<file path="config.mk">
export PLATFORM = sky130hd
export DESIGN_NAME = param_fifo
export DESIGN_NICKNAME = d
export VERILOG_FILES = /design/src/rtl/fifo_pkg.sv /design/src/rtl/fifo_ram.sv /design/src/rtl/param_fifo.sv
export SDC_FILE = /design/constraint.sdc
export NUM_CORES = 1
export LEC_CHECK = 0
export ABC_AREA = 1
export CAP_MARGIN = 40
export CORE_ASPECT_RATIO = 0.5
export CORE_UTILIZATION = 28
export CTS_CLUSTER_DIAMETER = 100
export CTS_CLUSTER_SIZE = 24
export DETAILED_ROUTE_END_ITERATION = 6
export GPL_ROUTABILITY_DRIVEN = 0
export PLACE_DENSITY = 0.56
export SLEW_MARGIN = 30
export SYNTH_ARGS = -nofsm -noshare
export SYNTH_HDL_FRONTEND = slang
export SYNTH_HIERARCHICAL = 1
export SYNTH_SLANG_ARGS = --single-unit
export TNS_END_PERCENT = 5
</file>
<file path="constraint.sdc">
create_clock -name clk -period 2.2 [get_ports clk]
set_clock_uncertainty 0.1 [all_clocks]
set_input_delay 0.44 -clock clk [delete_from_list [all_inputs] [get_ports clk]]
set_output_delay 0.44 -clock clk [all_outputs]
set_load 0.05 [all_outputs]
</file>
<file path="src/rtl/fifo_pkg.sv">
// Shared constants for the parameterised FIFO: default geometry and read-mode encodings.
package fifo_pkg;

    localparam int unsigned FIFO_DEF_WIDTH = 16;
    localparam int unsigned FIFO_DEF_DEPTH = 8;

    localparam int unsigned FIFO_MODE_REG  = 0;
    localparam int unsigned FIFO_MODE_FWFT = 1;

endpackage : fifo_pkg

</file>
<file path="src/rtl/fifo_ram.sv">
// Storage array for param_fifo: synchronous write, asynchronous read, no reset.
module fifo_ram
    import fifo_pkg::*;
#(
    parameter int unsigned width     = FIFO_DEF_WIDTH,
    parameter int unsigned adr_width = $clog2(FIFO_DEF_DEPTH)
) (
    input  logic                 clk,
    input  logic                 wr_en,
    input  logic [adr_width-1:0] wr_addr,
    input  logic [width-1:0]     wr_data,
    input  logic [adr_width-1:0] rd_addr,
    output logic [width-1:0]     rd_data_c
);

    localparam int unsigned ENTRIES = 32'(1) << adr_width;

    logic [width-1:0] mem_q [ENTRIES];

    // Write port: one word per accepted write
    always_ff @(posedge clk) begin
        if (wr_en) begin
            mem_q[wr_addr] <= wr_data;
        end
    end

    // Read port is combinational so the head word can be picked up within the cycle
    assign rd_data_c = mem_q[rd_addr];

endmodule : fifo_ram

</file>
<file path="src/rtl/param_fifo.sv">
// Synchronous FIFO with occupancy flags, sticky error flags and registered or FWFT read data.
module param_fifo
    import fifo_pkg::*;
#(
    parameter int unsigned width     = FIFO_DEF_WIDTH,
    parameter int unsigned depth     = FIFO_DEF_DEPTH,
    parameter int unsigned adr_width = $clog2(depth),
    parameter int unsigned af_thr    = depth - 2,
    parameter int unsigned ae_thr    = 1,
    parameter int unsigned fwft      = FIFO_MODE_REG
) (
    input  logic                 clk,
    input  logic                 rst,
    input  logic [width-1:0]     data_in,
    input  logic                 we,
    input  logic                 re,
    input  logic                 err_clr,
    output logic [width-1:0]     data_out,
    output logic                 data_valid,
    output logic                 fifo_full,
    output logic                 fifo_empty,
    output logic                 almost_full,
    output logic                 almost_empty,
    output logic [adr_width:0]   count,
    output logic                 overflow,
    output logic                 underflow
);

    localparam int unsigned PW        = adr_width + 1;
    localparam bit          FWFT_MODE = (fwft == FIFO_MODE_FWFT);

    logic [PW-1:0]        wptr_q, wptr_d;
    logic [PW-1:0]        rptr_q, rptr_d;
    logic [PW-1:0]        count_q, count_d;
    logic                 full_q, full_d;
    logic                 empty_q, empty_d;
    logic                 af_q, af_d;
    logic                 ae_q, ae_d;
    logic                 overflow_q, overflow_d;
    logic                 underflow_q, underflow_d;
    logic [width-1:0]     dout_q, dout_d;
    logic                 valid_q, valid_d;

    logic                 wr_acc_c;
    logic                 rd_acc_c;
    logic                 ram_we_c;
    logic [adr_width-1:0] ram_raddr_c;
    logic [width-1:0]     ram_rdata_c;

    // Accept decisions use only the registered full/empty state
    always_comb begin
        wr_acc_c = we && !full_q;
        rd_acc_c = re && !empty_q;
        ram_we_c = wr_acc_c && !rst;
    end

    // FWFT looks ahead at the post-edge head; registered mode reads the current head
    assign ram_raddr_c = FWFT_MODE ? rptr_d[adr_width-1:0] : rptr_q[adr_width-1:0];

    fifo_ram #(
        .width     (width),
        .adr_width (adr_width)
    ) u_ram (
        .clk       (clk),
        .wr_en     (ram_we_c),
        .wr_addr   (wptr_q[adr_width-1:0]),
        .wr_data   (data_in),
        .rd_addr   (ram_raddr_c),
        .rd_data_c (ram_rdata_c)
    );

    // Next pointers, occupancy flags, sticky errors and read data
    always_comb begin
        wptr_d      = wptr_q + PW'(wr_acc_c);
        rptr_d      = rptr_q + PW'(rd_acc_c);
        count_d     = wptr_d - rptr_d;
        full_d      = (wptr_d[PW-1] != rptr_d[PW-1]) &&
                      (wptr_d[adr_width-1:0] == rptr_d[adr_width-1:0]);
        empty_d     = (wptr_d == rptr_d);
        af_d        = (32'(count_d) >= af_thr);
        ae_d        = (32'(count_d) <= ae_thr);
        overflow_d  = (we && full_q)  ? 1'b1 : (err_clr ? 1'b0 : overflow_q);
        underflow_d = (re && empty_q) ? 1'b1 : (err_clr ? 1'b0 : underflow_q);
        dout_d      = dout_q;
        valid_d     = 1'b0;
        if (FWFT_MODE) begin
            // A write landing in the slot that becomes head is not in the array yet
            if (wr_acc_c && (wptr_q[adr_width-1:0] == rptr_d[adr_width-1:0])) begin
                dout_d = data_in;
            end else begin
                dout_d = ram_rdata_c;
            end
            valid_d = !empty_d;
        end else begin
            if (rd_acc_c) begin
                dout_d = ram_rdata_c;
            end
            valid_d = rd_acc_c;
        end
    end

    // State registers with synchronous reset
    always_ff @(posedge clk) begin
        if (rst) begin
            wptr_q      <= '0;
            rptr_q      <= '0;
            count_q     <= '0;
            full_q      <= 1'b0;
            empty_q     <= 1'b1;
            af_q        <= 1'b0;
            ae_q        <= 1'b1;
            overflow_q  <= 1'b0;
            underflow_q <= 1'b0;
            dout_q      <= '0;
            valid_q     <= 1'b0;
        end else begin
            wptr_q      <= wptr_d;
            rptr_q      <= rptr_d;
            count_q     <= count_d;
            full_q      <= full_d;
            empty_q     <= empty_d;
            af_q        <= af_d;
            ae_q        <= ae_d;
            overflow_q  <= overflow_d;
            underflow_q <= underflow_d;
            dout_q      <= dout_d;
            valid_q     <= valid_d;
        end
    end

    assign data_out     = dout_q;
    assign data_valid   = valid_q;
    assign fifo_full    = full_q;
    assign fifo_empty   = empty_q;
    assign almost_full  = af_q;
    assign almost_empty = ae_q;
    assign count        = count_q;
    assign overflow     = overflow_q;
    assign underflow    = underflow_q;

endmodule : param_fifo

</file>
# After elaboration in Yosys (flattened, before gate mapping)
# Memory sizes are Yosys's and may differ from the RTL's. A register that Yosys moved wholly into a read port is not among the register bits.
# Cells that the tools add are included.
# Widths: inputs -> output; s select.
# classes
n_addsub,3
magnitude_cmp,2
n_eq_ne,3
muxes,5
reduce_logical,11
# op_table
cell,count
$add 4x1->4,2
$logic_and 1x1->1,6
$mux 1,5
$eq 4x4->1,1
$ge 4x3->1 const B,1
$le 4x1->1 const B,1
$reduce_bool 2->1,2
$sub 4x4->4,1
$eq 3x3->1,1
$logic_not 1->1,3
$ne 1x1->1,1
# totals
reg_bits,19
ramBits,128
input_bits,21
out_inout_bits,27
memories,1
# mem_list
name,words,width,rd,rd_clocked_by_memory_dff,wr,line_no,text
u_ram.mem_q,8,16,1,1,1,fifo_ram.sv:18,logic [width-1:0] mem_q [ENTRIES];

# Longest topological paths before layout
# depth
word_depth,5
ltp_mapped,18

# Hierarchy
# The synthesis kept the hierarchy.
# modules_own_cells
mod,instances,cells_per_inst,area_each_um2,seq_area_each_um2
fifo_ram,1,571,5669.2,3843.7
param_fifo,1,196,1473.9,700.7

# Least setup slack after synthesis
# Ideal clock, no wire load.
# synth_timing
kind,register -> register
from,"register empty_q, in the netlist fifo_empty"
to,"register ae_q, in the netlist almost_empty"
t_arrival_ps,2265
required_time_ps,1991
slack_ps,-274
stages_incl_launch_ff,18
period_less_slack_ps,2474
path_cell_list,dfxtp_1 nor2_2 buf_2 ha_1 ha_1 inv_1 nand2_1 nand2_1 inv_1 ha_1 inv_1 nand2_1 inv_1 nand2_2 nand3_1 nand2_1 nand2_1 inv_1
# synth_between
elab_chain_len,5
# synth_lines
element,line_no,text
"start, declared",param_fifo.sv:36,"logic empty_q, empty_d;"
"start signal, assigned",param_fifo.sv:121,empty_q <= empty_d;
$logic_not 1->1,param_fifo.sv:53,rd_acc_c = re && !empty_q;
$logic_and 1x1->1,param_fifo.sv:53,
net rd_acc_c,param_fifo.sv:45,logic rd_acc_c;
$add 4x1->4,param_fifo.sv:75,rptr_d = rptr_q + PW'(rd_acc_c);
$sub 4x4->4,param_fifo.sv:76,count_d = wptr_d - rptr_d;
$le 4x1->1,param_fifo.sv:81,ae_d = (32'(count_d) <= ae_thr);
"end signal, assigned",param_fifo.sv:111,ae_q <= 1'b1;
"end signal, assigned",param_fifo.sv:123,ae_q <= ae_d;
"end, declared",param_fifo.sv:38,"logic ae_q, ae_d;"
# The timed path passes the listed nets, and every way through them passes these cells.
# A chain may end at the register's enable or synchronous reset.

# Worst setup path after layout
# layout_timing
from,"register dout_q[14], in the netlist data_out[14] (read register of u_ram.mem_q)"
to,output data_out[14]
# layout_rtl
element,line_no,text
"start, declared",param_fifo.sv:41,"logic [width-1:0] dout_q, dout_d;"
"end, declared",param_fifo.sv:18,"output logic [width-1:0] data_out,"
# No word-level cell between the ends.

==> flow_summary.ini <==
[power_and_ir_drop]
power_leakage_nw = 3.92
finalPower_mw = 7.72
p_int_mw = 5.50
p_sw_mw = 2.22
ir_drop_uv = 437
power_frac_seq = 0.454
pwr-share-clk = 0.365
powerDensity_mw_per_mm2 = 875
switching_share = 0.287
p_comb_frac = 0.181

[global_routing]
antenna_found_initial = 1
overflow = 0
first_global_vias = 4969
grt_pass1_wl_um = 26400
grt_usage = 0.132
grt_max_degree = 65

[worst_hold_path]
hold_end = underflow$_SDFFE_PP0P_
min_path_cells = 3
hold_path.class = in -> reg
min-delay-start = re

[place]
dp_hpwl_um = 9640
portBuffers = 47
dpl.cell_count = 1156
post-place-ws_ns = -0.534

[synthesis]
netlist_area_mm2 = 0.00714
yosysSeqAreaShare = 0.636
ys_warn_count = 6
async_flop_share = 0
synth_cell_type_count = 25
synth_edf_count = 128
syn_inst = 767
ys_seq_elements = 163
syn-num-nets = 795
syn_area_per_cell_um2 = 9.31
synthFlopType = edfxtp_1

[setup_path]
cpPeakStageDelay_ns = 0.83
path_max_fanout = 2
worstPathRequired_ns = 1.66
reg2reg_from = fifo_full$_SDFF_PP0_
path_class = reg -> out
rr_endpoint = almost_empty$_SDFF_PP1_
critPathTopFamily = buffers and inverters
worstPathCellList = clkdlybuf4s50_1
critPathCaptureType = output port
startpoint_type = flip-flop
crit_arrival_ns = 1.64
rrSetupSlack_ns = 0.23
critPathSlowestCell = clkdlybuf4s50_1
rr_worst_depth = 16
worst-path-buf-inv = 1

[cells_and_area]
final_cells = 1190
drive_gt1_frac = 0.101
antenna_cells = 0
areaGrowthSynthToFinish_pct = 23.6
fin_nets = 870

[status]
status = complete, no violations

[timing]
setup_viol = 0
worst_pin_slew_ns = 0.777
relSlewSlack = 0.482
timing.hold.ws_ns = 0.228
rsz0062_at_grt = no
finalCriticalPeriod_ns = 2.18
fmax_mhz = 459
final.setup.worst_slack_ns = 0.0220
slew_violations = 0
fin_crit_sh = 0.990
timing_hold_violations_final = 0

[die]
rows = 40
initial_core_util = 0.291
die_h_um = 115
core_area_mm2 = 0.0245
die_w_um = 228
pin_count = 48
dieArea_mm2 = 0.0262

[route]
num_vias = 4979
initialDrtViolationCount = 220
wirelength_um = 16100
drcViolationCount = 0
drt_pre_antenna_iters = 4
ant_nets = 0
wl_per_cell_um = 13.5
vias_per_cell = 4.18

[cts]
cts_buffers = 17
h-tree-depth = 4
cts.sinks = 163
clkLatencyLatePin_ns = 0.43
cts_tree = built
root_buffer = clkbuf_16
clockBufferDepth = 2
hold_buffers = 0
clk_pin_slew_ns = 0.06

[job]
maxCapViolations = 0
==> sequential cells by signal (all words and copies together), names as in the netlist <==
signal        count
fifo_full         1
underflow         1
data_out         16
wptr_q            4
data_valid        1
overflow          1
almost_empty      1
rptr_q            4
u_ram/mem_q     128
count             4
fifo_empty        1
almost_full       1
==> cell type report <==
type	instances	area, um2
Timing Repair Buffer	84	868
Inverter	158	593
Multi-Input combinational cell	418	1840
Sequential cell	163	4550
Clock inverter	12	124
Tap cell	336	420
Fill cell	2441	15700
Clock buffer	19	433
==> layout by cell type, fill, tap and decap left out, types with 2 or more instances in the layout <==
cell	synthesis	layout
a21oi_1	3	3
buf_12	0	9
buf_4	4	27
clkbuf_1	3	2
clkbuf_16	0	17
clkdlybuf4s50_1	0	44
clkinv_4	0	4
dfxtp_1	35	32
dfxtp_2	0	2
dlymetal6s2s_1	0	2
edfxtp_1	128	128
ha_1	7	5
inv_1	154	154
inv_2	3	3
inv_6	0	4
nand2_1	251	250
nand2_2	4	5
nand2_4	2	2
nand3_1	72	72
nand4_1	4	4
nor2_1	52	51
nor2_2	2	2
o21ai_0	8	8
o21ai_1	8	8
==> routing by layer <==
metal  share of wire  track usage  vias to the layer above  routed length [um]
met2            0.46        0.219                       96                7430
met3           0.062       0.0345                       19                 991
met4           0.015       0.0456                        2                 234
met5         0.00075            0                        -                  12
li1                -            -                     2530                   -
met1            0.46        0.169                     2332                7430
==> through the flow <==
step | cell area [um2] | utilization | TNS, ns
global route | 8830 | 0.360 | 0
detailed placement | 8220 | 0.335 | -6.03
global placement | 8220 | 0.335 | -3.98
CTS | 8820 | 0.360 | 0
floorplan | 7160 | - | 0
finish | 8830 | 0.360 | 0
==> logic make-up (layout without fill, tap and decap cells) <==
family | Yosys count | count (layout) | synth area share
flops | 163 | 163 | 0.636
fa+ha+maj | 7 | 7 | 0.0123
buf+inv | 186 | 273 | 0.110
xor+xnor | 1 | 1 | 0.00123
simple gates | 389 | 389 | 0.224
compound gates | 21 | 21 | 0.0166
==> power by group through the flow <==
| stage | logic (mW) | clock network (mW) | registers [mW] |
|---|---|---|---|
| 6_report | 1.39 | 2.82 | 3.51 |
| 5_1_grt | 1.54 | 3.02 | 3.52 |
| 4_1_cts | 1.40 | 2.89 | 3.51 |
| 3_5_place_dp | 1.38 | 0 | 3.58 |
| 3_3_place_gp | 1.37 | 0 | 3.58 |
| 2_1_floorplan | 0.630 | 0 | 3.86 |
==> timing repair <==
item	4_1_cts	5_1_grt
setup buffers	3	0
resized for setup	5	3
setup endpoints to repair	2	6
pin swaps	1	1
==> worst max-delay path by stage <==
stage,from,slack [ns],to,depth (start not counted)
detailed placement,we,-0.53,almost_empty$_SDFF_PP1_,18
global route,data_out[14]$_SDFFE_PP0N_,0.008,data_out[14],1
finish,data_out[14]$_SDFFE_PP0N_,0.02,data_out[14],1
floorplan,re,0.03,almost_empty$_SDFF_PP1_,18
global placement,we,-0.50,almost_empty$_SDFF_PP1_,18
CTS,data_out[14]$_SDFFE_PP0N_,0.02,data_out[14],1
==> synthesized netlist by cell type (all sizes together), types with 3 or more instances <==
library cell / number / area, um2
buf: 25 / 179
edfxtp: 128 / 3840
ha: 7 / 87.6
nand3: 72 / 360
inv: 157 / 589
dfxtp: 35 / 701
a21oi: 4 / 31.3
nand4: 4 / 25.0
nor2: 54 / 208
nand2: 257 / 990
clkbuf: 3 / 11.3
o21ai: 16 / 80.1
Note: power is estimated with default switching activity, not from simulation.
